[config.mk]
export PLATFORM = sky130hd
export DESIGN_NAME = regfile_port_arbiter_flat
export DESIGN_NICKNAME = d
export VERILOG_FILES = /design/src/rtl/regfile_pkg.sv /design/src/rtl/regfile_port_arbiter_if.sv /design/src/rtl/regfile_port_arbiter_rr_arbiter.sv /design/src/rtl/regfile_port_arbiter.sv /design/src/flat_wrapper.sv
export SDC_FILE = /design/constraint.sdc
export NUM_CORES = 1
export LEC_CHECK = 0
export CAP_MARGIN = 20
export CELL_PAD_IN_SITES_DETAIL_PLACEMENT = 1
export CELL_PAD_IN_SITES_GLOBAL_PLACEMENT = 1
export CORE_UTILIZATION = 23
export DETAILED_ROUTE_END_ITERATION = 12
export GPL_ROUTABILITY_DRIVEN = 1
export HOLD_SLACK_MARGIN = 0.06
export PLACE_DENSITY_LB_ADDON = 0.1
export SYNTH_ARGS = -nofsm -noshare
export SYNTH_HDL_FRONTEND = slang
export SYNTH_SLANG_ARGS = --single-unit
[constraint.sdc]
create_clock -name clk -period 1.8 [get_ports clk]
set_clock_uncertainty 0.05 [all_clocks]
set_input_delay 0.18 -clock clk [delete_from_list [all_inputs] [get_ports clk]]
set_output_delay 0.18 -clock clk [all_outputs]
set_load 0.01 [all_outputs]
[src/rtl/regfile_pkg.sv]
// rtl/regfile_pkg.sv - register file geometry and enable decode shared by the arbiter slice
package regfile_pkg;

    localparam int REG_ADDR_W = 4;
    localparam int DATA_W     = 16;
    localparam int NUM_REGS   = 16;
    localparam logic [REG_ADDR_W-1:0] ZERO_REG = 4'd0;

    // Register 0 is hardwired, so its enable bit is never raised.
    function automatic logic [NUM_REGS-1:0] onehot16(input logic [REG_ADDR_W-1:0] addr);
        logic [NUM_REGS-1:0] en;
        en = '0;
        if (addr != ZERO_REG) begin
            en[addr] = 1'b1;
        end
        return en;
    endfunction

endpackage

[src/rtl/regfile_port_arbiter_if.sv]
// rtl/regfile_port_arbiter_if.sv - requester-side read/write/response handshake bundle
interface regfile_port_arbiter_if
    import regfile_pkg::*;
#(
    parameter int N_REQ = 2
);
    logic [N_REQ-1:0]            rd_valid;
    logic [N_REQ-1:0]            rd_ready;
    logic [REG_ADDR_W*N_REQ-1:0] rd_addr1;
    logic [REG_ADDR_W*N_REQ-1:0] rd_addr2;
    logic [N_REQ-1:0]            rsp_valid;
    logic [N_REQ-1:0]            rsp_ready;
    logic [DATA_W*N_REQ-1:0]     rsp_data1;
    logic [DATA_W*N_REQ-1:0]     rsp_data2;
    logic [N_REQ-1:0]            wr_valid;
    logic [N_REQ-1:0]            wr_ready;
    logic [REG_ADDR_W*N_REQ-1:0] wr_addr;
    logic [DATA_W*N_REQ-1:0]     wr_data;

    modport master (
        output rd_valid, rd_addr1, rd_addr2, rsp_ready, wr_valid, wr_addr, wr_data,
        input  rd_ready, rsp_valid, rsp_data1, rsp_data2, wr_ready
    );

    modport slave (
        input  rd_valid, rd_addr1, rd_addr2, rsp_ready, wr_valid, wr_addr, wr_data,
        output rd_ready, rsp_valid, rsp_data1, rsp_data2, wr_ready
    );

endinterface

[src/rtl/regfile_port_arbiter_rr_arbiter.sv]
// rtl/regfile_port_arbiter_rr_arbiter.sv - combinational round-robin grant starting at ptr
module rr_arbiter #(
    parameter int N  = 2,
    parameter int PW = (N > 1) ? $clog2(N) : 1
) (
    input  logic [N-1:0]  req,
    input  logic [PW-1:0] ptr,
    output logic [N-1:0]  gnt,
    output logic [PW-1:0] gnt_idx,
    output logic          any
);

    logic [PW-1:0] idx;

    always_comb begin
        gnt     = '0;
        gnt_idx = '0;
        any     = 1'b0;
        idx     = '0;
        for (int k = 0; k < N; k++) begin
            idx = PW'((int'(ptr) + k) % N);
            if (!any && req[idx]) begin
                any      = 1'b1;
                gnt[idx] = 1'b1;
                gnt_idx  = idx;
            end
        end
    end

endmodule

[src/rtl/regfile_port_arbiter.sv]
// rtl/regfile_port_arbiter.sv - shares the 16x16 regfile's 2R/1W ports between N_REQ requesters
// Optional RF_BYPASS_EN: same-cycle write data forwarded into the read response.
module regfile_port_arbiter
    import regfile_pkg::*;
#(
    parameter int N_REQ = 2,
    parameter int PTR_W = $clog2(N_REQ)
) (
    input  logic                clk,
    input  logic                rst,
    regfile_port_arbiter_if.slave bus,
    output logic [NUM_REGS-1:0] rf_read_en1,
    output logic [NUM_REGS-1:0] rf_read_en2,
    output logic [NUM_REGS-1:0] rf_write_en,
    output logic [DATA_W-1:0]   rf_wdata,
    input  logic [DATA_W-1:0]   rf_rdata1,
    input  logic [DATA_W-1:0]   rf_rdata2
);

    logic [PTR_W-1:0] rd_ptr, wr_ptr;
    logic [PTR_W-1:0] rd_idx, wr_idx;
    logic [N_REQ-1:0] rd_elig, rd_gnt, wr_gnt;
    logic             rd_any, wr_any;

    logic [N_REQ-1:0]             rsp_valid_q;
    logic [N_REQ-1:0][DATA_W-1:0] rsp_d1_q, rsp_d2_q;

    logic [REG_ADDR_W-1:0] rd_a1, rd_a2, wr_a;
    logic [DATA_W-1:0]     wr_d, cap1, cap2;

    // A slot is free if empty or being drained this very cycle.
    assign rd_elig = bus.rd_valid & (~rsp_valid_q | bus.rsp_ready);

    rr_arbiter #(.N(N_REQ), .PW(PTR_W)) u_rd_arb (
        .req     (rd_elig),
        .ptr     (rd_ptr),
        .gnt     (rd_gnt),
        .gnt_idx (rd_idx),
        .any     (rd_any)
    );

    rr_arbiter #(.N(N_REQ), .PW(PTR_W)) u_wr_arb (
        .req     (bus.wr_valid),
        .ptr     (wr_ptr),
        .gnt     (wr_gnt),
        .gnt_idx (wr_idx),
        .any     (wr_any)
    );

    assign bus.rd_ready  = rd_gnt;
    assign bus.wr_ready  = wr_gnt;
    assign bus.rsp_valid = rsp_valid_q;
    assign bus.rsp_data1 = rsp_d1_q;
    assign bus.rsp_data2 = rsp_d2_q;

    assign rd_a1 = bus.rd_addr1[int'(rd_idx)*REG_ADDR_W +: REG_ADDR_W];
    assign rd_a2 = bus.rd_addr2[int'(rd_idx)*REG_ADDR_W +: REG_ADDR_W];
    assign wr_a  = bus.wr_addr[int'(wr_idx)*REG_ADDR_W +: REG_ADDR_W];
    assign wr_d  = bus.wr_data[int'(wr_idx)*DATA_W +: DATA_W];

    always_comb begin
        rf_read_en1 = '0;
        rf_read_en2 = '0;
        rf_write_en = '0;
        rf_wdata    = '0;
        if (rd_any) begin
            rf_read_en1 = onehot16(rd_a1);
            rf_read_en2 = onehot16(rd_a2);
        end
        if (wr_any) begin
            rf_write_en = onehot16(wr_a);
            rf_wdata    = wr_d;
        end
    end

`ifdef RF_BYPASS_EN
    // A nonzero read address matching the granted write can only be a real write.
    always_comb begin
        cap1 = rf_rdata1;
        cap2 = rf_rdata2;
        if (wr_any && (wr_a == rd_a1)) cap1 = wr_d;
        if (wr_any && (wr_a == rd_a2)) cap2 = wr_d;
        if (rd_a1 == ZERO_REG) cap1 = '0;
        if (rd_a2 == ZERO_REG) cap2 = '0;
    end
`else
    always_comb begin
        cap1 = (rd_a1 == ZERO_REG) ? '0 : rf_rdata1;
        cap2 = (rd_a2 == ZERO_REG) ? '0 : rf_rdata2;
    end
`endif

    always_ff @(posedge clk or posedge rst) begin
        if (rst) begin
            rd_ptr      <= '0;
            wr_ptr      <= '0;
            rsp_valid_q <= '0;
            rsp_d1_q    <= '0;
            rsp_d2_q    <= '0;
        end else begin
            if (rd_any) begin
                rd_ptr <= (int'(rd_idx) == N_REQ - 1) ? '0 : rd_idx + 1'b1;
            end
            if (wr_any) begin
                wr_ptr <= (int'(wr_idx) == N_REQ - 1) ? '0 : wr_idx + 1'b1;
            end
            for (int i = 0; i < N_REQ; i++) begin
                if (rd_gnt[i]) begin
                    rsp_valid_q[i] <= 1'b1;
                    rsp_d1_q[i]    <= cap1;
                    rsp_d2_q[i]    <= cap2;
                end else if (bus.rsp_ready[i]) begin
                    rsp_valid_q[i] <= 1'b0;
                end
            end
        end
    end

endmodule

[src/flat_wrapper.sv]
// flat-port wrapper written by rule: the top's interface ports become plain ports
module regfile_port_arbiter_flat import regfile_pkg::*;
#(
    parameter int N_REQ = 2,
    parameter int PTR_W = $clog2(N_REQ)
)
  (clk, rst, rf_read_en1, rf_read_en2, rf_write_en, rf_wdata, rf_rdata1, rf_rdata2, bus_rd_valid, bus_rd_addr1, bus_rd_addr2, bus_rsp_ready, bus_wr_valid, bus_wr_addr, bus_wr_data, bus_rd_ready, bus_rsp_valid, bus_rsp_data1, bus_rsp_data2, bus_wr_ready);
  regfile_port_arbiter_if #(.N_REQ(N_REQ)) bus_i ();
  input  logic clk;
  input  logic rst;
  output logic [NUM_REGS-1:0] rf_read_en1;
  output logic [NUM_REGS-1:0] rf_read_en2;
  output logic [NUM_REGS-1:0] rf_write_en;
  output logic [DATA_W-1:0] rf_wdata;
  input  logic [DATA_W-1:0] rf_rdata1;
  input  logic [DATA_W-1:0] rf_rdata2;
  input wire logic [$bits(bus_i.rd_valid)-1:0] bus_rd_valid;
  input wire logic [$bits(bus_i.rd_addr1)-1:0] bus_rd_addr1;
  input wire logic [$bits(bus_i.rd_addr2)-1:0] bus_rd_addr2;
  input wire logic [$bits(bus_i.rsp_ready)-1:0] bus_rsp_ready;
  input wire logic [$bits(bus_i.wr_valid)-1:0] bus_wr_valid;
  input wire logic [$bits(bus_i.wr_addr)-1:0] bus_wr_addr;
  input wire logic [$bits(bus_i.wr_data)-1:0] bus_wr_data;
  output wire logic [$bits(bus_i.rd_ready)-1:0] bus_rd_ready;
  output wire logic [$bits(bus_i.rsp_valid)-1:0] bus_rsp_valid;
  output wire logic [$bits(bus_i.rsp_data1)-1:0] bus_rsp_data1;
  output wire logic [$bits(bus_i.rsp_data2)-1:0] bus_rsp_data2;
  output wire logic [$bits(bus_i.wr_ready)-1:0] bus_wr_ready;
  assign bus_i.rd_valid = bus_rd_valid;
  assign bus_i.rd_addr1 = bus_rd_addr1;
  assign bus_i.rd_addr2 = bus_rd_addr2;
  assign bus_i.rsp_ready = bus_rsp_ready;
  assign bus_i.wr_valid = bus_wr_valid;
  assign bus_i.wr_addr = bus_wr_addr;
  assign bus_i.wr_data = bus_wr_data;
  assign bus_rd_ready = bus_i.rd_ready;
  assign bus_rsp_valid = bus_i.rsp_valid;
  assign bus_rsp_data1 = bus_i.rsp_data1;
  assign bus_rsp_data2 = bus_i.rsp_data2;
  assign bus_wr_ready = bus_i.wr_ready;
  regfile_port_arbiter #(.N_REQ(N_REQ), .PTR_W(PTR_W)) u_core (.clk(clk), .rst(rst), .bus(bus_i), .rf_read_en1(rf_read_en1), .rf_read_en2(rf_read_en2), .rf_write_en(rf_write_en), .rf_wdata(rf_wdata), .rf_rdata1(rf_rdata1), .rf_rdata2(rf_rdata2));
endmodule
After elaboration in Yosys (flattened, before gate mapping)
Index checks and enable logic that the tools add are counted.

Flip-flop bits (word level): 68. Output and inout port bits: 134. Logic and storage cells: 102.

Add/sub/neg operators: 4. Order comparisons: 14. Shift operators: 4. Multiplexer cells: 49. Bitwise logic cells: 5. Reductions and logical operators: 18.

Operators with widths (count): $mux 16 (9); $shiftx 32x6->16 (1); $mux 1 (29); $shiftx 8x4->4 (3); $lt 4x5->1 const B (3); $demux 1 s4 (3); $ge 4x1->1 const B (3); $reduce_bool 4->1 (3); $logic_and 1x1->1 (9); $logic_not 4->1 (2); $lt 1x2->1 const B (4); $mux 2 (4); $or 2x2->2 (3); $add 1x1->1 const B (4); $demux 1 s1 (4); $ge 1x1->1 const B (4); $reduce_bool 2->1 (2); $and 2x2->2 (1); $logic_not 1->1 (2); $not 2->2 (1).

Depth between registers and ports, before layout
Gate-level depths: netlist of run 1.

Depth after elaboration: 16. Mapped depth: 9.

By module
From an unflattened synthesis of run 1, not the netlist that was laid out.

Cells, all modules: 466. Area total of the unflattened synthesis: 3950.0 µm².

By module, submodules not included: regfile_port_arbiter (times used 1, cells an instance 456, area each 3885.0 µm², sequential area each 1701.6 µm²); rr_arbiter (times used 2, cells an instance 5, area each 32.5 µm², sequential area each 0.0 µm²).

Least setup slack after synthesis of run 1
OpenSTA, ideal clock, no wires.

Path kind: flip-flop to output port. Start: reg u_core.rsp_valid_q[0], in the netlist u_core.bus.rsp_valid[0]. End: out rf_read_en1[11]. Arrival: 1.597 ns. Data required time: 1.570 ns. Setup slack: -0.027 ns. Stages on the path, launching flop included: 7. Buffers on the path: 1. Cells stage by stage: dfrtp_1 -> nor2b_4 -> o311ai_4 -> inv_2 -> buf_2 -> or3_1 -> a21oi_1.

Longest elaborated chain between the ends: 16.

RTL lines: start, declared (RTL line regfile_port_arbiter.sv:25) `logic [N_REQ-1:0] rsp_valid_q;`; start signal, assigned (RTL line regfile_port_arbiter.sv:97) `rsp_valid_q <= '0;`; start signal, assigned by index (RTL line regfile_port_arbiter.sv:109) `rsp_valid_q[i] <= 1'b1;`; start signal, assigned by index (RTL line regfile_port_arbiter.sv:113) `rsp_valid_q[i] <= 1'b0;`; $not 2->2 (*) (RTL line regfile_port_arbiter.sv:32) `assign rd_elig = bus.rd_valid & (~rsp_valid_q | bus.rsp_ready);`; $or 2x2->2 (*) (RTL line regfile_port_arbiter.sv:32); $and 2x2->2 (*) (RTL line regfile_port_arbiter.sv:32); $mux 1 (implied by the code) (2 in a row) (RTL line regfile_port_arbiter_rr_arbiter.sv:22) `if (!any && req[idx]) begin`; $mux 1 (RTL line regfile_port_arbiter_rr_arbiter.sv:22); $logic_not 1->1 (RTL line regfile_port_arbiter_rr_arbiter.sv:22); $logic_and 1x1->1 (RTL line regfile_port_arbiter_rr_arbiter.sv:22); $mux 1 (RTL line regfile_port_arbiter_rr_arbiter.sv:22); $shiftx 8x4->4 (RTL line regfile_port_arbiter.sv:56) `assign rd_a1 = bus.rd_addr1[int'(rd_idx)*REG_ADDR_W +: REG_ADDR_W];`; $lt 4x5->1 (implied by the code) / $ge 4x1->1 (equally long branches) (RTL line regfile_pkg.sv:14) `en[addr] = 1'b1;`; $logic_and 1x1->1 (implied by the code) (RTL line regfile_pkg.sv:14); $mux 1 (implied by the code) (RTL line regfile_pkg.sv:14); $demux 1 s4; $mux 16 (RTL line regfile_pkg.sv:13) `if (addr != ZERO_REG) begin`; $mux 16 (*) (RTL line regfile_port_arbiter.sv:66) `if (rd_any) begin`; end, declared (RTL line flat_wrapper.sv:11) `output logic [NUM_REGS-1:0] rf_read_en1;`.

Every way passes the cells marked *; elsewhere a longest branch is shown, timed or not. The select of a mux whose other input is x is not followed.

Worst setup path after layout of run 1
Start: in bus_rd_valid[0]. End: out rf_read_en1[5].

Longest elaborated chain between the ends: 14.

RTL lines: start, declared (RTL line flat_wrapper.sv:17) `input wire logic [$bits(bus_i.rd_valid)-1:0] bus_rd_valid;`; $and 2x2->2 (*) (RTL line regfile_port_arbiter.sv:32); $mux 1 (implied by the code) (2 in a row) (RTL line regfile_port_arbiter_rr_arbiter.sv:22); $mux 1 (RTL line regfile_port_arbiter_rr_arbiter.sv:22); $logic_not 1->1 (RTL line regfile_port_arbiter_rr_arbiter.sv:22); $logic_and 1x1->1 (RTL line regfile_port_arbiter_rr_arbiter.sv:22); $mux 1 (RTL line regfile_port_arbiter_rr_arbiter.sv:22); $shiftx 8x4->4 (RTL line regfile_port_arbiter.sv:56); $lt 4x5->1 (implied by the code) / $ge 4x1->1 (equally long branches) (RTL line regfile_pkg.sv:14); $logic_and 1x1->1 (implied by the code) (RTL line regfile_pkg.sv:14); $mux 1 (implied by the code) (RTL line regfile_pkg.sv:14); $demux 1 s4; $mux 16 (RTL line regfile_pkg.sv:13); $mux 16 (*) (RTL line regfile_port_arbiter.sv:66).

Marked as above.

==> results.yml, run 1 <==
status:
  outcome: "complete, but fails checks"
  violations: "negative setup slack"
synth:
  synth_adder_area_share_pct: 0
  synthDominantAreaCellType: "dfrtp_1"
  yosys.area_share.simple_pct: 40.4
  post_synth_xor_area_fraction_pct: 0
  yosys_warnings: 0
  postSynthCellCount: 514
  synth.cell_area_sq_um: 3870
  synth_largest_type_area_fraction_pct: 44.0
  yosys_register_bits: 68
  synth.yosys.seq_area_share_pct: 44.0
  synth.area.mux_share_pct: 1.55
  synth-compound-area-share_pct: 8.53
  post_synth_main_area_contributors: "dfrtp_1 44%, nand2_1 18%, nand3_1 13%"
  synthesized_area_per_cell_sq_um: 7.53
  synth_top_family_by_area: "simple AND/OR/NAND/NOR gates"
  synthDistinctLibCells: 38
worst_setup_path:
  timing.critical_path.from_type: "primary input"
  timing.reg2reg.worst_path_depth: 10
  cp_max_fo: 4
  timing.critical_path.arrival_ns: 2.06
  critPathRequiredTime_ns: 1.57
  critPathKind: "in -> out"
  timing.critical_path.to_type: "output pin"
timing:
  grt_setup_unrepaired: "yes"
  f_max_mhz: 436
  setup_total_negative_slack_ns: -15.38
  final_min_period_over_clock_period_pct: 127
  maxSlewViolCount: 0
  finalCriticalPeriod_ns: 2.29
  setup_slack_ns: -0.492
  final-setup-viol-count: 73
  timing_hold_violations_final: 0
route:
  detailedRoute.firstPassIterationCount: 4
  antenna_violating_nets_post_route: 0
  routed_wire_length_per_instance_um: 17.9
  post_drt_via_cell_ratio: 4.68
  vias: 4920
  detail_route.drc_violations: 0
  detail_route.iter0.violations: 160
  route.final.wire_length_um: 18800
global_routing:
  global_route.usage.total_pct: 20.8
  grt_first_pass_wirelength_um: 28500
  grt_use_met1_pct: 24.2
  grtUsageMet2_pct: 38.6
  grt_pass1_vias: 5079
  grt-busiest-layer: "met2"
  grt_max_degree: 69
  grt_use_met3_pct: 4.54
  grt_antenna_before_repair: 0
  sum_of_overflow_across_all_layers_after_global_routing: 0
place:
  placed_instance_area_sq_um: 6740
  pre_cts_ws_ns: -0.775
  dpl_cells: 983
  gp_routability_congestion: 0.840
  dp.final_hpwl_um: 12800
  portBuffers: 226
power:
  powerDensity_nw_per_um2: 879
  static_leak_nw: 3.75
  vdd_ir_drop_max_uv: 398
floorplanning:
  die_h_um: 132
  die_x_um: 132
  fp.dieArea_sq_um: 17400
  std_cell_rows: 47
  starting_utilization_of_the_core_area_pct: 23.4
  core-area_sq_um: 16500
  pin_count: 230
clock_network:
  clock_tree.root_cell: "clkbuf_16"
  clk_pin_slew_worst_paths_ns: 0.05
  numClockSinks: 68
  tritoncts: "built"
  clock_path_buffers: 2
  cts_made_buffers: 9
  worst_skew_pair.late_latency_ns: 0.32
  cts-htree-levels: 3
worst_hold_path:
  timing.hold.worst.class: "in -> async"
finish:
  layout.cells.most_common: "nand2_1"
  areaGrowthSynthToFinish_pct: 109
  num_antenna_cells: 0
  final_nets: 923
  fin_cells: 1052
  most_used_cells_in_the_layout_excluding_fill_and_tap_cells: "175 x nand2_1, 159 x clkdlybuf4s50_1, 68 x dfrtp_1"
  final_design_area_no_fill_sq_um: 8090
  layout-drive-gt1-share_pct: 36.3
job:
  maxCapViolCount: 0
==> repair_timing <==
item,CTS,global route
setup buffers,40,15
endpoints found under the hold margin,0,0
gates resized for setup,366,94
gates cloned,2,3
setup endpoints to repair,65,107
pin swaps,43,74
hold buffers,0,0
==> cell families (layout without fill, tap and decap cells) <==
family	count (synthesis)	in the layout
AO/OA/AOI/OAI	44	44
buffers and inverters	47	363
flip-flops	68	68
multiplexers	6	6
other	1	3
AND/OR/NAND/NOR	348	348
==> power by group <==
group	internal (W)	switching (W)	total (W)	leakage (nW)
logic	0.00169	0.00145	0.00314	2.77
registers	0.00191	0.000227	0.00214	0.840
clock network	0.00115	0.000679	0.00183	0.148
total	0.00475	0.00236	0.00711	3.75
==> worst max-delay path, stage by stage <==
cell	delay, ns
clkdlybuf4s50_1	0.47
inv_2	0.05
buf_4	0.13
a311o_2	0.43
buf_6	0.16
o32a_1	0.35
a21oi_1	0.14
buf_2	0.15
==> cell usage after synthesis (all sizes together) <==
| master | count |
|---|---|
| a22oi | 2 |
| mux2i | 6 |
| a311o | 1 |
| or3 | 7 |
| a21boi | 6 |
| or2 | 1 |
| a211oi | 2 |
| a22o | 1 |
| conb | 1 |
| o31ai | 1 |
| o32ai | 1 |
| o32a | 2 |
| buf | 21 |
| o311ai | 1 |
| nor2b | 19 |
| a32o | 2 |
| dfrtp | 68 |
| a31oi | 1 |
| nand4b | 2 |
| nand3 | 97 |
| and2 | 6 |
| nor2 | 24 |
| clkbuf | 15 |
| nand2b | 5 |
| o31a | 2 |
| nand2 | 183 |
| nand3b | 2 |
| nand4 | 2 |
| clkinv | 1 |
| inv | 10 |
| a21bo | 2 |
| a21oi | 20 |
==> per-stage QoR <==
step | power, W | hold WS [ns] | util (%)
after global placement | 0.00467 | 0.402 | 40.8
after detailed placement | 0.00474 | 0.405 | 40.8
after CTS | 0.00693 | 0.276 | 45.6
after floorplan | 0.00312 | 0.263 | -
after global routing | 0.00748 | 0.289 | 48.9
final | 0.00711 | 0.240 | 48.9
==> worst paths after layout <==
path | endpoint | slack (ns) | start
max in group asynchronous | u_core.bus.rsp_data2[7] | 1.11 | rst
min in group clk | u_core.wr_ptr | 0.31 | bus_wr_valid[0]
setup / recovery | rf_read_en1[5] | -0.49 | bus_rd_valid[0]
setup reg to reg | u_core.bus.rsp_data1[7] | -0.03 | u_core.bus.rsp_valid[1]
hold reg to reg | u_core.bus.rsp_data2[18] | 0.42 | u_core.bus.rsp_data2[18]
hold / removal | u_core.bus.rsp_data1[0] | 0.24 | rst
==> per-layer routing <==
layer,wire length [um],vias to the layer above
met5,0,-
met4,368,0
met3,1040,23
met2,9820,189
met1,7600,2383
li1,-,2325
==> flip-flops by register name, indices dropped and copies added, names as in the netlist <==
signal and count:
u_core.rd_ptr 1, u_core.bus.rsp_data2 32, u_core.bus.rsp_valid 2, u_core.wr_ptr 1
u_core.bus.rsp_data1 32
==> area by class of cell <==
class | count | area, sq um
flip-flops and latches | 68 | 1700
multi-input cells | 401 | 2570
repair inverters | 1 | 8.76
clock inverters | 5 | 58.8
repair buffers | 335 | 3160
inverters | 11 | 60.1
fillers | 1935 | 8440
clock buffers | 11 | 253
well taps | 220 | 275
Note: power is estimated with default switching activity, not from simulation.
==> run 2, diff against run 1 <==
Settings changed: TNS_END_PERCENT set to 5.
==> run 2 against run 1 <==
Against the previous run: the flow still finishes with violations (negative setup slack); maximum frequency is 1.2% lower; non-clock buffer count fell by 32; register-to-register slack better by 0.13 ns; hold slack better by 0.027 ns; count of clock-buffer cells in the layout down 2; global-route usage is 1.5 points lower; largest cell class unchanged; largest power group unchanged; highest routed layer unchanged.
==> results.yml, run 2 (synthesis results as in run 1) <==
power:
  clock_power_share_pct: 25.9
  powerDensity_nw_per_um2: 908
  pwr-share-seq_pct: 32.8
  switching_power_w: 0.00219
  power_report.internal_total_w: 0.00429
  vdd_ir_drop_max_uv: 447
  static_leak_nw: 3.40
  power_frac_comb_pct: 41.3
  power_switching_share_pct: 33.8
global_routing:
  grt-busiest-layer: "met2"
  grt_pass1_vias: 4926
  grt_use_met3_pct: 4.34
  global_route.usage.total_pct: 19.3
  grt_antenna_before_repair: 0
  grt_first_pass_wirelength_um: 26800
  grt_max_degree: 69
  grt_use_met1_pct: 22.4
  sum_of_overflow_across_all_layers_after_global_routing: 0
  grtUsageMet2_pct: 35.5
route:
  route.final.wire_length_um: 16600
  detail_route.drc_violations: 0
  routed_wire_length_per_instance_um: 16.3
  detail_route.iter0.violations: 116
  post_drt_via_cell_ratio: 4.57
  antenna_violating_nets_post_route: 0
  detailedRoute.firstPassIterationCount: 4
  vias: 4657
status:
  outcome: "complete, but fails checks"
  violations: "negative setup slack"
timing:
  setup_slack_ns: -0.520
  final_min_period_over_clock_period_pct: 129
  f_max_mhz: 431
  maxSlewViolCount: 0
  grt_setup_unrepaired: "yes"
  final.hold.worst_slack_ns: 0.268
  timing_hold_violations_final: 0
  final-setup-viol-count: 48
  finalCriticalPeriod_ns: 2.32
  setup_total_negative_slack_ns: -16.10
floorplanning:
  die_x_um: 132
  core-area_sq_um: 16500
  die_h_um: 132
  starting_utilization_of_the_core_area_pct: 23.4
  fp.dieArea_sq_um: 17400
  std_cell_rows: 47
  pin_count: 230
clock_network:
  clock_path_buffers: 2
  clock_tree.root_cell: "clkbuf_16"
  cts-htree-levels: 3
  cts-hold-fix-buffers: 0
  clk_pin_slew_worst_paths_ns: 0.06
  worst_skew_pair.late_latency_ns: 0.33
  cts_made_buffers: 9
  numClockSinks: 68
  tritoncts: "built"
finish:
  layout.cells.most_common: "nand2_1"
  layout-drive-gt1-share_pct: 23.4
  num_antenna_cells: 0
  most_used_cells_in_the_layout_excluding_fill_and_tap_cells: "182 x nand2_1, 159 x clkdlybuf4s50_1, 94 x nand3_1"
  final_nets: 890
  areaGrowthSynthToFinish_pct: 84.1
place:
  dp.final_hpwl_um: 12900
  portBuffers: 226
  gp_routability_congestion: 0.867
job:
  maxCapViolCount: 0
worst_setup_path:
  timing.critical_path.from_type: "primary input"
  cp_max_fo: 4
  critPathRequiredTime_ns: 1.57
  timing.critical_path.to_type: "output pin"
  critPathKind: "in -> out"
  timing.critical_path.arrival_ns: 2.09
worst_hold_path:
  timing.hold.worst.class: "in -> async"
==> run 2: cell types whose count changed in the layout (fill, tap and decap cells not counted), moves of 8 or more <==
cell             before  now
buf_6                47    9
nand3_1              61   94
nand3_2              28    3
clkdlybuf4s15_2       0   13
buf_2                52   42
nor2_1               15   24
a21oi_1               2   10
nand3_4               8    0
nor2_2                8    0
==> run 2: final cells by class <==
class                   count  area, sq um
clock buffers               9          225
inverters                  11         48.8
clock inverters             7         60.1
multi-input cells         401         2060
well taps                 220          275
repair buffers            303         2750
flip-flops and latches     68         1700
fillers                  2001         9400
==> run 2: what timing repair did <==
item / in CTS / in global routing
buffers inserted: 14 / 2
endpoints found under the setup margin: 74 / 59
resized for setup: 254 / 25
pin swaps: 26 / 8
gates cloned: 1 / 0
==> run 2: through the flow <==
step / cells / power [W] / cell area (sq um) / utilization [%] / setup slack (ns)
after floorplan: 516 / 0.00311 / 3880 / - / -0.0274
after global placement: 986 / 0.00470 / 6760 / 40.9 / -0.771
after detailed placement: 986 / 0.00477 / 6760 / 40.9 / -0.792
after CTS: 1017 / 0.00656 / 7120 / 43.1 / -0.592
after global routing: 1019 / 0.00686 / 7130 / 43.1 / -0.603
final: 1019 / 0.00647 / 7130 / 43.1 / -0.520
==> run 2: final timing paths <==
kind	start	end	slack, ns	cells after the start
min in group clk	bus_wr_valid[0]	u_core.wr_ptr	0.29	3
hold reg to reg	u_core.bus.rsp_data2[1]	u_core.bus.rsp_data2[1]	0.41	2
hold / removal	rst	u_core.bus.rsp_data1[1]	0.27	3
setup reg to reg	u_core.bus.rsp_valid[0]	u_core.bus.rsp_data2[29]	0.10	9
max in group asynchronous	rst	u_core.bus.rsp_data1[26]	1.12	3
setup / recovery	bus_rd_valid[0]	rf_read_en2[4]	-0.52	9
==> run 2: critical path: stages <==
cell,delay (ns)
clkdlybuf4s50_1,0.45
inv_1,0.07
buf_4,0.14
a311o_2,0.43
o32a_1,0.33
buf_4,0.15
buf_6,0.11
a21oi_2,0.09
buf_2,0.14
==> run 2: power by group through the flow <==
stage	clock, W	combinational, W	sequential [W]
6_report	0.00168	0.00267	0.00212
5_1_grt	0.00179	0.00289	0.00218
4_1_cts	0.00174	0.00269	0.00213
3_5_place_dp	0	0.00261	0.00216
3_3_place_gp	0	0.00256	0.00214
2_1_floorplan	0	0.000796	0.00231
==> run 2: routing by layer <==
layer | vias up | wire (um) | share of wire [%]
met5 | - | 0 | 0
met4 | 0 | 228 | 1.4
met3 | 14 | 1030 | 6.2
met2 | 164 | 8590 | 52
met1 | 2228 | 6780 | 41
li1 | 2251 | - | -
